[src/rtl/simple2_out_capture_if.sv]
// rtl/simple2_out_capture_if.sv - bit-stream in / word-stream out bundle for simple2_out_capture
//
// Purpose: groups the serial result-bit handshake and the packed-word handshake
//   of the simple2 capture stage.
// Signals:
//   bit_in, bit_valid, bit_ready        serial result bit and its handshake
//   word_out, ones_cnt                  packed word (LSB = first bit) and its popcount
//   word_valid, word_ready              packed-word handshake
//   overrun                             sticky: bit offered while the stage was full
// Modports:
//   master  environment side (drives bits, consumes words)
//   slave   capture stage side
interface simple2_out_capture_if #(
  parameter int WIDTH = 8,
  parameter int CNT_W = $clog2(WIDTH + 1)
);
  logic             bit_in;
  logic             bit_valid;
  logic             bit_ready;
  logic [WIDTH-1:0] word_out;
  logic [CNT_W-1:0] ones_cnt;
  logic             word_valid;
  logic             word_ready;
  logic             overrun;

  modport master (
    output bit_in, bit_valid, word_ready,
    input  bit_ready, word_out, ones_cnt, word_valid, overrun
  );

  modport slave (
    input  bit_in, bit_valid, word_ready,
    output bit_ready, word_out, ones_cnt, word_valid, overrun
  );
endinterface

[src/rtl/simple2_out_capture.sv]
// rtl/simple2_out_capture.sv - packs the simple2 'out' bit stream LSB-first into words with popcount
//
// Purpose: serially accepts result bits, assembles WIDTH-bit words LSB-first,
//   and presents each completed word plus its popcount over valid/ready. The
//   next word accumulates while the previous one waits for the consumer.
// Ports:
//   iccad_clk   in   clock, rising edge
//   iccad_rst   in   synchronous reset, active-high
//   bus         slave modport of simple2_out_capture_if (bit and word handshakes, overrun)
module simple2_out_capture #(
  parameter int WIDTH = 8,
  parameter int CNT_W = $clog2(WIDTH + 1)
) (
  input  logic                   iccad_clk,
  input  logic                   iccad_rst,
  simple2_out_capture_if.slave   bus
);

  // FILL: no word presented; FILL_HOLD: a finished word awaits the consumer.
  // In both states the next word keeps accumulating.
  typedef enum logic {
    FILL      = 1'b0,
    FILL_HOLD = 1'b1
  } state_t;

  state_t           r_state;
  state_t           w_state_next;
  logic [CNT_W-1:0] r_cnt;
  logic [CNT_W-1:0] w_cnt_next;
  logic [WIDTH-1:0] r_sr;
  logic [WIDTH-1:0] w_sr_next;
  logic [WIDTH-1:0] r_word;
  logic [CNT_W-1:0] r_ones;
  logic             r_overrun;

  logic [WIDTH-1:0] w_word_new;
  logic [CNT_W-1:0] w_ones_new;
  logic             w_last;
  logic             w_hold;
  logic             w_stall;
  logic             w_bit_ready;
  logic             w_bit_acc;
  logic             w_word_acc;
  logic             w_complete;

  assign w_hold      = (r_state == FILL_HOLD);
  assign w_last      = (r_cnt == CNT_W'(WIDTH - 1));
  // Only the word-completing bit has to wait: it needs the output register free.
  assign w_stall     = w_last && w_hold && !bus.word_ready;
  assign w_bit_ready = !iccad_rst && !w_stall;
  assign w_bit_acc   = bus.bit_valid && w_bit_ready;
  assign w_word_acc  = w_hold && bus.word_ready;
  assign w_complete  = w_bit_acc && w_last;

  // The completing bit goes straight into the word's MSB instead of the shift register.
  assign w_word_new  = {bus.bit_in, r_sr[WIDTH-2:0]};

  always_comb begin
    w_ones_new = '0;
    for (int i = 0; i < WIDTH; i++) begin
      w_ones_new = w_ones_new + CNT_W'(w_word_new[i]);
    end
  end

  // Decoded write of the accepted bit into its slot.
  always_comb begin
    w_sr_next = r_sr;
    for (int i = 0; i < WIDTH; i++) begin
      if (r_cnt == CNT_W'(i)) begin
        w_sr_next[i] = bus.bit_in;
      end
    end
  end

  always_comb begin
    w_state_next = r_state;
    w_cnt_next   = r_cnt;
    if (w_complete) begin
      // A completion reloads the output register even if the consumer takes
      // the old word on this same edge, so word_valid stays high.
      w_state_next = FILL_HOLD;
      w_cnt_next   = '0;
    end else begin
      if (w_bit_acc) begin
        w_cnt_next = r_cnt + CNT_W'(1);
      end
      if (w_word_acc) begin
        w_state_next = FILL;
      end
    end
  end

  always_ff @(posedge iccad_clk) begin
    if (iccad_rst) begin
      r_state <= FILL;
    end else begin
      r_state <= w_state_next;
    end
  end

  always_ff @(posedge iccad_clk) begin
    if (iccad_rst) begin
      r_cnt     <= '0;
      r_sr      <= '0;
      r_word    <= '0;
      r_ones    <= '0;
      r_overrun <= 1'b0;
    end else begin
      r_cnt <= w_cnt_next;
      if (w_complete) begin
        r_sr   <= '0;
        r_word <= w_word_new;
        r_ones <= w_ones_new;
      end else if (w_bit_acc) begin
        r_sr <= w_sr_next;
      end
      if (bus.bit_valid && !w_bit_ready) begin
        r_overrun <= 1'b1;
      end
    end
  end

  assign bus.bit_ready  = w_bit_ready;
  assign bus.word_out   = r_word;
  assign bus.ones_cnt   = r_ones;
  assign bus.word_valid = w_hold;
  assign bus.overrun    = r_overrun;

endmodule
[src/flat_wrapper.sv]
// flat-port wrapper written by rule: the top's interface ports become plain ports
module simple2_out_capture_flat 
#(
  parameter int WIDTH = 8,
  parameter int CNT_W = $clog2(WIDTH + 1)
)
  (iccad_clk, iccad_rst, bus_bit_in, bus_bit_valid, bus_word_ready, bus_bit_ready, bus_word_out, bus_ones_cnt, bus_word_valid, bus_overrun);
  simple2_out_capture_if #(.WIDTH(WIDTH), .CNT_W(CNT_W)) bus_i ();
  input  logic iccad_clk;
  input  logic iccad_rst;
  input wire logic [$bits(bus_i.bit_in)-1:0] bus_bit_in;
  input wire logic [$bits(bus_i.bit_valid)-1:0] bus_bit_valid;
  input wire logic [$bits(bus_i.word_ready)-1:0] bus_word_ready;
  output wire logic [$bits(bus_i.bit_ready)-1:0] bus_bit_ready;
  output wire logic [$bits(bus_i.word_out)-1:0] bus_word_out;
  output wire logic [$bits(bus_i.ones_cnt)-1:0] bus_ones_cnt;
  output wire logic [$bits(bus_i.word_valid)-1:0] bus_word_valid;
  output wire logic [$bits(bus_i.overrun)-1:0] bus_overrun;
  assign bus_i.bit_in = bus_bit_in;
  assign bus_i.bit_valid = bus_bit_valid;
  assign bus_i.word_ready = bus_word_ready;
  assign bus_bit_ready = bus_i.bit_ready;
  assign bus_word_out = bus_i.word_out;
  assign bus_ones_cnt = bus_i.ones_cnt;
  assign bus_word_valid = bus_i.word_valid;
  assign bus_overrun = bus_i.overrun;
  simple2_out_capture #(.WIDTH(WIDTH), .CNT_W(CNT_W)) u_core (.iccad_clk(iccad_clk), .iccad_rst(iccad_rst), .bus(bus_i));
endmodule
[config.mk]
export PLATFORM = sky130hd
export DESIGN_NAME = simple2_out_capture_flat
export DESIGN_NICKNAME = d
export VERILOG_FILES = /design/src/rtl/simple2_out_capture_if.sv /design/src/rtl/simple2_out_capture.sv /design/src/flat_wrapper.sv
export SDC_FILE = /design/constraint.sdc
export NUM_CORES = 1
export LEC_CHECK = 0
export BUFFER_PORTS_ARGS = -buffer_cell sky130_fd_sc_hd__buf_2
export CORE_MARGIN = 8
export CORE_UTILIZATION = 49
export CTS_CLUSTER_DIAMETER = 30
export DETAILED_ROUTE_END_ITERATION = 6
export GPL_ROUTABILITY_DRIVEN = 0
export PLACE_DENSITY = 0.74
export SLEW_MARGIN = 20
export SYNTH_ARGS = -nofsm -noshare
export SYNTH_HDL_FRONTEND = slang
export SYNTH_SLANG_ARGS = --single-unit
export TNS_END_PERCENT = 10
[constraint.sdc]
create_clock -name iccad_clk -period 2.8 [get_ports iccad_clk]
set_input_delay 0.56 -clock iccad_clk [delete_from_list [all_inputs] [get_ports iccad_clk]]
set_output_delay 0.56 -clock iccad_clk [all_outputs]
set_load 0.02 [all_outputs]
After elaboration in Yosys (flattened, before gate mapping) --
Index checks and enable logic that the tools add are counted.
Storage, ports and cells: output and inout bits 15, bits in registers 25, word-level logic and storage cells 50
Cells by class: reduce and logical (&&, ||, !) cells 21, $add $sub $neg 8, multiplexer cells 2, eq/ne operators 7
Operators by type and width (number):
- 4-bit by 1-bit adder with 4-bit output | 6
- 4-bit by 3-bit == test with 1-bit output, second input constant | 4
- 2-bit AND reduction | 7
- 4-bit by 2-bit == test with 1-bit output, second input constant | 2
- 1-bit logical AND | 7
- 4-bit by 1-bit adder with 4-bit output, second input constant | 1
- 4-bit by 1-bit == test with 1-bit output, second input constant | 1
- 1-bit zero test | 4
- 4-bit zero test | 1
- 1-bit by 1-bit adder with 2-bit output | 1
- 1-bit two-way mux | 2
- 2-bit nonzero test | 1
- 2-bit OR reduction | 1

Logic depth before layout (Yosys ltp) --
Gate-level depths: netlist of run 1.
word-level depth 8, gate-level depth with buffers 10, mapped depth without buffers 10

Worst setup path after synthesis of run 1 --
Ideal clock, no wire load.
kind in2reg, start in bus_bit_in, end reg u_core.r_ones[2] (netlist: u_core.bus.ones_cnt[2]), slack -0.109 ns, setup time 0.070 ns, arrival 2.838 ns, required time 2.730 ns, path buffers 1, stages 9, cells stage by stage buf_2 inv_1 fa_1 fa_1 fa_1 fa_1 xnor2_1 nand2_1 a21oi_1
On the way: word-level cells in the longest chain between the ends 1
Ends and longest elaborated chain:
- from (decl) | line flat_wrapper.sv:11 | input wire logic [$bits(bus_i.bit_in)-1:0] bus_bit_in;
- 4-bit by 1-bit adder with 4-bit output | line simple2_out_capture.sv:61 | w_ones_new = w_ones_new + CNT_W'(w_word_new[i]);
- to (signal assigned) | line simple2_out_capture.sv:113 | r_ones <= w_ones_new;
- to (decl) | line simple2_out_capture.sv:33 | logic [CNT_W-1:0] r_ones;
Every way passes these cells. A chain may end at the register's enable or synchronous reset.

Worst setup path in the final report of run 1 --
start reg u_core.r_sr[1], end reg u_core.r_ones[2] (netlist: u_core.bus.ones_cnt[2])
On the way: word-level cells in the longest chain between the ends 7
Ends and longest elaborated chain:
- from (decl) | line simple2_out_capture.sv:30 | logic [WIDTH-1:0] r_sr;
- from (signal assigned) | line simple2_out_capture.sv:115 | r_sr <= w_sr_next;
- 1-bit by 1-bit adder with 2-bit output | line simple2_out_capture.sv:61
- 4-bit by 1-bit adder with 4-bit output (6 in a row) | line simple2_out_capture.sv:61
Every way passes these cells.

==> summary.md, run 1 <==
| Metric | Value |
|---|---|
| Worst min-delay path class | `register to register` |
| Async SR Flop Fraction | `0` |
| Status | `completed` |
| Grt total ovfl | `0` |
| Antenna violations before repair | `0` |
| Core Footprint | `between 2000 and 2500 um^2` |
| Port bufs | `19` |
| Reg2Reg Launch Point | `u_core.r_sr[1]` |
| CTS tree | `built` |
| Synth-to-layout area growth | `13.72%` |
| Cell Chain, Critical Path | `ha_4 -> inv_2 -> fa_1 -> fa_1 -> fa_2 -> fa_2 -> xnor2_1 -> nand2_1 -> a21oi_1` |
| FF-to-FF End | `u_core.bus.ones_cnt[2]` |
| Root Buffer | `clkbuf_4` |
| Post-DP HPWL | `1850 um` |
| Via count of the first global-routing pass | `~900` |
| Initial core utilization | `0.5062` |
| WHS | `0.4609 ns` |
| Req. time, crit path | `about 3.1 ns` |
| Hold depth | `2` |
| Initial DRC count | `45` |
| Synth cell types | `31` |
| Crit-path slowest cell | `fa_1` |
| Cells after synthesis | `141` |
| Vias/cell | `5.183` |
| Nets | `roughly 180` |
| Overall die height | `approximately 66 um` |
| Register area share after synthesis | `0.4065` |
| DRC Markers | `0` |
| Worst Tran Pin Value | `0.6536 ns` |
| Min-Delay Startpoint | `u_core.bus.word_out[4]` |
| Synth area leader | `dfxtp_1` |
| Dominant cells by area after synthesis | `dfxtp_1, ha_1, nand2_1` |
| Die width | `approximately 66 um` |
| Maxcap violations | `0` |
| Pins Over Slew Limit | `0` |
| F_max | `366.5 MHz` |
| #FFs+latches synth | `25` |
| H-tree level count | `1` |
| Pre-antenna DRT Iters | `4` |
| Final setup fails | `0` |
| FF/Latch Area | `a little over 500 um^2` |
| Tcrit/Tclk final | `0.9744` |
| Final hold viol count | `0` |
| Yosys warns | `0` |
| R2r setup slk | `between 0.07 and 0.08 ns` |
| Relative slew slack | `0.5631` |
| Worst Skew | `0.003934 ns` |
| Total Routing Usage GR | `0.1176` |
| Number of diodes | `0` |
| Num CTS Buffers | `3` |
| Crit Path Category | `register to register` |
| Total leakage power | `about 0.6 nW` |
| Site row count | `18` |
| DR WL/cell | `between 10 and 15 um` |
| Top-area cell type share of the netlist area | `0.4065` |
| CP max FO | `2` |
| Total power | `0.5773 mW` |
| Worst-Skew Late Latency | `~0.32 ns` |
| EDFF count, synth | `0` |
| Worst Hold Path EP | `u_core.bus.word_out[4]` |
| Synth Flop Type | `dfxtp_1` |
| Cell area power density | `about 400 nW/um^2` |
| Clock Sinks | `25` |
| Startpoint type of the worst setup path | `register` |
| Longest Clk Path Bufs | `2` |
| VDD IR-drop max | `~0.29 mV` |
| Final wirelength | `approximately 2500 um` |
| IO Pins | `20` |
| Share of cells above drive strength 1 | `0.2236` |
| Routed vias | `between 900 and 1000` |
| Syn Area/Cell | `8.732 um^2` |
| Final worst path period need | `2.728 ns` |
| FF-to-FF path depth | `9` |
| Clock transition at path regs | `0.14 ns` |
| Cts hold-fix bufs | `0` |
| Most frequent cells in the layout | `nand2_1, dfxtp_1, buf_2, a21oi_1, nor2_1` |
| Max incr delay on CP | `~0.50 ns` |
| # fillers | `around 220` |
| First-pass GRT wire length | `~4000 um` |
| ANT nets after route | `0` |
| Worst setup EP type | `register` |
| Die area | `approximately 4400 um^2` |
| Multi-input logic area | `between 600 and 700 um^2` |
| Largest net degree at the start of global routing | `21` |
| Syn_nets | `157` |
| Cell Area, Synth | `between 1000 and 1500 um^2` |
| Arr. time, crit path | `around 3.0 ns` |
| RSZ-0062 raised after global routing | `yes` |
[state kept, by name, summed over array words and instances (netlist names)]
name                   count
u_core.bus.word_valid      1
u_core.r_sr                7
u_core.bus.word_out        8
u_core.bus.overrun         1
u_core.bus.ones_cnt        4
u_core.r_cnt               4
[per-stage QoR]
stage / std cells / instance area, um^2 / utilization / TNS (ns) / setup slack [ns]
floorplan: 141 / 1239 / - / 0 / 0.02089
global placement: 185 / 1343 / 0.5520 / -0.004822 / -0.004822
detailed placement: 185 / 1343 / 0.5520 / -0.09257 / -0.06565
CTS: 191 / 1388 / 0.5705 / 0 / 0.06421
global route: 191 / 1400 / 0.5756 / -0.02233 / -0.02233
finish: 191 / 1400 / 0.5756 / 0 / 0.07155
[power by group]
group | leakage, nW | internal (mW) | switching [mW] | total (mW)
logic | 0.370 | 0.0194 | 0.0292 | 0.0486
clock network | 0.0177 | 0.0535 | 0.113 | 0.166
registers | 0.203 | 0.359 | 0.00331 | 0.362
[what timing repair did]
action | 4_1_cts | 5_1_grt
buffers inserted | 2 | 0
gates resized for setup | 2 | 2
gates cloned | 0 | 0
endpoints found under the setup margin | 2 | 1
pin swaps | 5 | 0
[metal layers]
| layer | track usage | vias up | share of wire | routed length [um] |
|---|---|---|---|---|
| li1 | - | 505 | - | - |
| met1 | 0.1358 | 456 | 0.43 | 1093 |
| met2 | 0.2039 | 23 | 0.49 | 1243 |
| met3 | 0.03051 | 6 | 0.057 | 144 |
| met4 | 0.04000 | 0 | 0.013 | 33 |
| met5 | 0 | - | 0 | 0 |
[worst max-delay path, delay by kind of cell, from the launching register on]
| kind | cells | cell delay [ns] |
|---|---|---|
| simple gates | 1 | 0.06 |
| compound gates | 1 | 0.14 |
| flops | 1 | 0.37 |
| xor+xnor | 1 | 0.13 |
| buf+inv | 1 | 0.03 |
| fa+ha+maj | 5 | 1.95 |
[cells by family (layout without fill, tap and decap cells)]
logic type | after synthesis | in the layout | share of synthesized area
simple gates | 55 | 55 | 0.2215
flops | 25 | 25 | 0.4065
compound gates | 24 | 24 | 0.1118
buf+inv | 19 | 39 | 0.07012
fa+ha+maj | 11 | 11 | 0.1362
mux | 4 | 4 | 0.03252
xor+xnor | 3 | 3 | 0.02135
[layout make-up]
cell class,instances,area share
Inverter,12,0.03217
Sequential cell,25,0.3592
Multi-Input combinational cell,97,0.4727
Timing Repair Buffer,23,0.08937
Clock inverter,1,0.003575
Clock buffer,3,0.01609
Tap cell,30,0.02681
[synth_stat cells (2+ instances only)]
master and instances:
a21oi_1 17, a31oi_1 2, buf_2 3, clkbuf_1 2, dfxtp_1 25, fa_1 4, ha_1 7, inv_1 12
mux2i_1 4, nand2_1 23, nand2b_1 2, nand3_1 3, nand4_1 4, nor2_1 14, o211ai_1 2, xnor2_1 2
[how the worst max path moves through the flow]
stage / from / to / slack, ns / cells past startpoint
CTS: u_core.r_sr[1] / u_core.bus.ones_cnt[2] / 0.06 / 9
global route: u_core.r_sr[1] / u_core.bus.ones_cnt[2] / -0.02 / 9
finish: u_core.r_sr[1] / u_core.bus.ones_cnt[2] / 0.07 / 9
detailed placement: bus_bit_in / u_core.bus.ones_cnt[2] / -0.07 / 9
floorplan: bus_bit_in / u_core.bus.ones_cnt[2] / 0.02 / 9
global placement: bus_bit_in / u_core.bus.ones_cnt[2] / -0.005 / 9
(Power assumes the default switching activity.)
==> run 2, diff against run 1 <==
--- a/config.mk
+++ b/config.mk
@@ -5,13 +5,13 @@
 export SDC_FILE = /design/constraint.sdc
 export NUM_CORES = 1
 export LEC_CHECK = 0
-export BUFFER_PORTS_ARGS = -buffer_cell sky130_fd_sc_hd__buf_2
 export CORE_MARGIN = 8
-export CORE_UTILIZATION = 49
+export CORE_UTILIZATION = 50
 export CTS_CLUSTER_DIAMETER = 30
 export DETAILED_ROUTE_END_ITERATION = 6
+export DONT_BUFFER_PORTS = 1
 export GPL_ROUTABILITY_DRIVEN = 0
-export PLACE_DENSITY = 0.74
+export PLACE_DENSITY = 0.68
 export SLEW_MARGIN = 20
 export SYNTH_ARGS = -nofsm -noshare
 export SYNTH_HDL_FRONTEND = slang
==> run 2 against run 1 <==
Effect of this change:
- largest power group unchanged
- register-to-register slack worse by 0.06 ns
- global-route usage decreased by 0.66 points
- final cell count is 11% lower
- clock skew grew 0.0014 ns
- highest routed layer is now met3
==> summary.md, run 2 (synthesis results as in run 1) <==
| Metric | Value |
|---|---|
| Net switching power | `0.1357 mW` |
| TNS Setup | `0 ns` |
| Die area | `about 4300 um^2` |
| Startpoint type of the worst setup path | `register` |
| Final wirelength | `2431 um` |
| First-pass GRT wire length | `3864 um` |
| Top layer in use | `met3` |
| Final hold viol count | `0` |
| Nets | `approximately 160` |
| Longest Clk Path Bufs | `2` |
| FF-to-FF End | `u_core.bus.ones_cnt[2]` |
| RSZ-0062 raised after global routing | `yes` |
| F_max | `358.5 MHz` |
| Switching Share | `0.2399` |
| Reg2Reg Launch Point | `u_core.r_sr[1]` |
| Core Footprint | `around 2400 um^2` |
| Routed vias | `920` |
| Crit Path Category | `register to register` |
| Maxcap violations | `0` |
| Share of cells above drive strength 1 | `0.1143` |
| Total Routing Usage GR | `0.1110` |
| Flop pwr share | `0.641` |
| Grt total ovfl | `0` |
| Final worst slack | `roughly 0.011 ns` |
| Min-Delay Startpoint | `iccad_rst` |
| Cell Count, Final, Fillers Out | `between 150 and 200` |
| Util after Layout | `0.5395` |
| Number of diodes | `0` |
| Die width | `about 66 um` |
| Vias/cell | `between 5 and 6` |
| M1 wire length | `1066 um` |
| Cts hold-fix bufs | `0` |
| WL met3 | `approximately 150 um` |
| Req. time, crit path | `~3.1 ns` |
| Cell area power density | `between 400 and 500 nW/um^2` |
| Worst-Skew Late Latency | `0.32 ns` |
| Internal power | `between 0.4 and 0.5 mW` |
| Num CTS Buffers | `3` |
| Most frequent cells in the layout | `nand2_1, dfxtp_1, a21oi_1, nor2_1, inv_1` |
| Comb power frac | `0.064` |
| Status | `completed` |
| R2r setup slk | `about 0.011 ns` |
| CTS tree | `built` |
| Relative slew slack | `0.5715` |
| Via count of the first global-routing pass | `approximately 850` |
| Antenna violations before repair | `0` |
| Clock Sinks | `25` |
| Pre-antenna DRT Iters | `4` |
| Synth-to-layout area growth | `5.590%` |
| Arr. time, crit path | `approximately 3.1 ns` |
| Hold depth | `1` |
| Worst setup EP type | `register` |
| H-tree level count | `1` |
| Tcrit/Tclk final | `0.9962` |
| Pins Over Slew Limit | `0` |
| Final setup fails | `0` |
| Initial DRC count | `50` |
| DRC Markers | `0` |
| Total leakage power | `just under 0.5 nW` |
| Worst Hold Path EP | `u_core.bus.ones_cnt[1]` |
| Site row count | `18` |
| Overall die height | `65.62 um` |
| Final worst path period need | `between 2 and 3 ns` |
| Clock transition at path regs | `approximately 0.14 ns` |
| Met2 WL | `roughly 1200 um` |
| WHS | `0.2805 ns` |
| Largest net degree at the start of global routing | `21` |
| Initial core utilization | `0.5109` |
| Worst Skew | `~0.0054 ns` |
| CP max FO | `2` |
| ANT nets after route | `0` |
| Post-DP HPWL | `~1800 um` |
| Port bufs | `0` |
| IO Pins | `20` |
| Root Buffer | `clkbuf_4` |
| Clock power frac | `0.295` |
| Placed Instances | `between 150 and 200` |
| Max reg flops | `8` |
| VDD IR-drop max | `about 0.3 mV` |
| Worst min-delay path class | `primary input to register` |
| Worst Tran Pin Value | `0.6411 ns` |
| FF-to-FF path depth | `9` |
| DR WL/cell | `approximately 14 um` |
| Place WS | `-0.05239 ns` |
-- run 2: cell types whose count changed in the layout (fill, tap and decap cells not counted) --
cell and change:
clkinv_2 -1, xnor2_1 -1, xnor2_2 +1, buf_2 -19, clkinvlp_4 +1, buf_4 -2
-- run 2: worst max path at each step --
stage | from | endpoint | cells past startpoint
after global routing | u_core.r_sr[0] | u_core.bus.ones_cnt[2] | 9
after global placement | u_core.r_sr[0] | u_core.bus.ones_cnt[2] | 9
final | u_core.r_sr[1] | u_core.bus.ones_cnt[2] | 9
after floorplan | bus_bit_in | u_core.bus.ones_cnt[2] | 9
after CTS | u_core.r_sr[0] | u_core.bus.ones_cnt[2] | 9
after detailed placement | u_core.r_sr[0] | u_core.bus.ones_cnt[2] | 9
-- run 2: timing repair --
item,CTS,global route
setup endpoints to repair,2,1
setup buffers,2,0
resized for setup,2,3
hold endpoints to repair,0,0
pin swaps,3,0
-- run 2: metal layers --
metal / up-vias / GRT usage
li1: 460 / -
met1: 445 / 0.1299
met2: 15 / 0.1888
met3: 0 / 0.04422
met4: 0 / 0.01635
met5: - / 0
-- run 2: area by class of cell --
cell class	count	area [um^2]
clock buffers	3	22.52
clock inverters	1	7.507
fillers	247	1110
inverters	12	45.04
multi-input cells	97	669.4
flip-flops and latches	25	503.0
well taps	30	37.54
repair buffers	2	15.01
-- run 2: through the flow --
step | area (um^2) | power [mW]
after detailed placement | 1232 | 0.4043
after global placement | 1232 | 0.4020
after floorplan | 1239 | 0.4042
after global routing | 1300 | 0.5921
after CTS | 1280 | 0.5711
final | 1300 | 0.5656
-- run 2: critical path, stage by stage, from the launching register on --
cell,delay (ns)
dfxtp_2,0.36
ha_4,0.26
inv_2,0.03
fa_1,0.54
fa_1,0.44
fa_2,0.38
fa_2,0.36
xnor2_2,0.16
nand2_1,0.07
a21oi_1,0.13
-- run 2: power groups by stage --
stage               clock, mW  combinational (mW)  sequential, mW
global route            0.188              0.0408           0.364
floorplan                   0              0.0351           0.369
detailed placement          0              0.0342           0.370
CTS                     0.174              0.0354           0.362
global placement            0              0.0324           0.370
finish                  0.167              0.0360           0.363
==> run 3, diff against run 2 <==
--- a/config.mk
+++ b/config.mk
@@ -6,12 +6,12 @@
 export NUM_CORES = 1
 export LEC_CHECK = 0
 export CORE_MARGIN = 8
-export CORE_UTILIZATION = 50
+export CORE_UTILIZATION = 25
 export CTS_CLUSTER_DIAMETER = 30
 export DETAILED_ROUTE_END_ITERATION = 6
 export DONT_BUFFER_PORTS = 1
 export GPL_ROUTABILITY_DRIVEN = 0
-export PLACE_DENSITY = 0.68
+export REMOVE_ABC_BUFFERS = 1
 export SLEW_MARGIN = 20
 export SYNTH_ARGS = -nofsm -noshare
 export SYNTH_HDL_FRONTEND = slang
==> run 3 against run 2 <==
Effect of this change:
- power up 8.9%
- first-iteration DRC count down 40%
- non-clock buffer count unchanged
- sequential share of layout area down 1.4 points
- final area up 3.3%
- combinational power down 3%
- critical path depth unchanged
- sequential power about the same
- highest routed layer is now met4
- hold slack better by 0.062 ns
- register-to-register slack better by 0.11 ns
- utilization down 26 points
==> summary.md, run 3 (synthesis results as in run 1) <==
| Metric | Value |
|---|---|
| Synth-to-layout area growth | `9.045%` |
| Overall die height | `roughly 86 um` |
| Worst setup EP type | `register` |
| Pins Over Slew Limit | `0` |
| Startpoint type of the worst setup path | `register` |
| Max reg flops | `8` |
| Via count of the first global-routing pass | `slightly above 900` |
| Cell area power density | `about 460 nW/um^2` |
| FF-to-FF path depth | `9` |
| Status | `completed` |
| Initial DRC count | `30` |
| Req. time, crit path | `~3.0 ns` |
| Commonest non-fill, non-tap cell in the layout | `dfxtp_1` |
| Total Routing Usage GR | `0.07268` |
| Grt total ovfl | `0` |
| Worst Skew | `0.006979 ns` |
| Cell Count, Final, Fillers Out | `just over 200` |
| Vias/cell | `4.367` |
| Maxcap violations | `0` |
| DR WL/cell | `approximately 12 um` |
| Initial core utilization | `0.2607` |
| Crit Path Category | `register to register` |
| Final worst path period need | `between 2 and 3 ns` |
| Cell Chain, Critical Path | `ha_1 -> inv_1 -> fa_1 -> fa_1 -> fa_2 -> fa_2 -> xnor2_1 -> nand2_1 -> a21oi_1` |
| Number of diodes | `0` |
| Largest net degree at the start of global routing | `21` |
| CP max FO | `2` |
| Most frequent cells in the layout | `dfxtp_1, nand2_1, a21oi_1, nor2_1, inv_1` |
| Share of cells above drive strength 1 | `0.07857` |
| Placed Instances | `203` |
| Total leakage power | `0.4882 nW` |
| Post-DP HPWL | `~1800 um` |
| Clock Sinks | `25` |
| Antenna violations before repair | `0` |
| Die area | `7426 um^2` |
| Critical path buffer and inverter count | `1` |
| RSZ-0062 raised after global routing | `no` |
| Setup bufs post-CTS | `0` |
| Util after Layout | `0.2842` |
| Hold depth | `1` |
| Relative slew slack | `0.5581` |
| Pre-antenna DRT Iters | `4` |
| # fillers | `approximately 500` |
| ANT nets after route | `0` |
| Worst-Skew Late Latency | `roughly 0.27 ns` |
| Multi-input logic area | `~650 um^2` |
| Cts hold-fix bufs | `0` |
| Nets | `about 160` |
| Crit-path leading delay family | `adder cells` |
| Longest Clk Path Bufs | `2` |
| CTS tree | `built` |
| IO Pins | `20` |
| Clock transition at path regs | `~0.09 ns` |
| H-tree level count | `1` |
| Placed Instance Area | `around 1300 um^2` |
| Max incr delay on CP | `around 0.50 ns` |
| Crit-path slowest cell | `fa_1` |
| Root Buffer | `clkbuf_8` |
| Port bufs | `0` |
| Site row count | `25` |
| Post-route cell area | `1343 um^2` |
| Arr. time, crit path | `between 2 and 3 ns` |
| Core Footprint | `~4700 um^2` |
| Final hold viol count | `0` |
| F_max | `~370 MHz` |
| VDD IR-drop max | `between 0.15 and 0.2 mV` |
| Final setup fails | `0` |
| Num CTS Buffers | `3` |
| Die width | `~86 um` |
| Tcrit/Tclk final | `0.9587` |
| Worst Tran Pin Value | `approximately 0.66 ns` |
| Worst min-delay path class | `primary input to register` |
| Routed vias | `904` |
| Cell depth of the worst setup path | `9` |
| FF/Latch Area | `~500 um^2` |
| Final wirelength | `between 2000 and 2500 um` |
| DRC Markers | `0` |
| First-pass GRT wire length | `roughly 4200 um` |
-- run 3: report_power, final --
part	leakage, nW	internal, mW	switching (mW)	total (mW)
sequential	0.202	0.358	0.00283	0.361
combinational	0.265	0.0151	0.0197	0.0348
clock	0.0217	0.101	0.119	0.220
total	0.488	0.474	0.142	0.616
-- run 3: timing repair --
action / in CTS / in global routing
setup endpoints to repair: 1 / 1
resized for setup: 1 / 1
pin swaps: 0 / 1
-- run 3: routing by layer --
layer,GRT usage,vias to the layer above,share of wire,wire (um)
met1,0.08149,415,0.44,1102
li1,-,466,-,-
met3,0.03214,2,0.068,168
met4,0.01878,0,0.0081,20
met2,0.1225,21,0.48,1186
met5,0,-,0,0
-- run 3: final cells by class --
type / instances / area share
flip-flops and latches: 25 / 0.3728
multi-input cells: 97 / 0.4837
clock inverters: 1 / 0.005592
inverters: 12 / 0.03355
repair buffers: 2 / 0.01118
clock buffers: 3 / 0.03075
well taps: 67 / 0.06244
-- run 3: path summary, 6_finish.rpt --
check	slack [ns]	end	startpoint
min	0.34	u_core.bus.ones_cnt[1]	iccad_rst
max	0.12	u_core.bus.ones_cnt[2]	u_core.r_sr[0]
min reg2reg	0.45	u_core.bus.word_out[2]	u_core.r_sr[2]
max reg2reg	0.12	u_core.bus.ones_cnt[2]	u_core.r_sr[0]
-- run 3: worst register-to-register path: stages (launching register included) --
cell and delay, ns:
dfxtp_1 0.32, ha_1 0.28, inv_1 0.05, fa_1 0.50, fa_1 0.43, fa_2 0.37, fa_2 0.34, xnor2_1 0.15
nand2_1 0.06, a21oi_1 0.13
-- run 3: metrics by stage --
stage	setup TNS [ns]	hold slack [ns]	total power, mW	setup slack, ns
finish	0	0.3429	0.6160	0.1157
global route	0	0.3179	0.6491	0.004689
CTS	0	0.3351	0.6258	0.03404
floorplan	0	0.4258	0.3961	0.05376
global placement	-0.003970	0.4352	0.4029	-0.003970
detailed placement	-0.03343	0.4383	0.4039	-0.03343
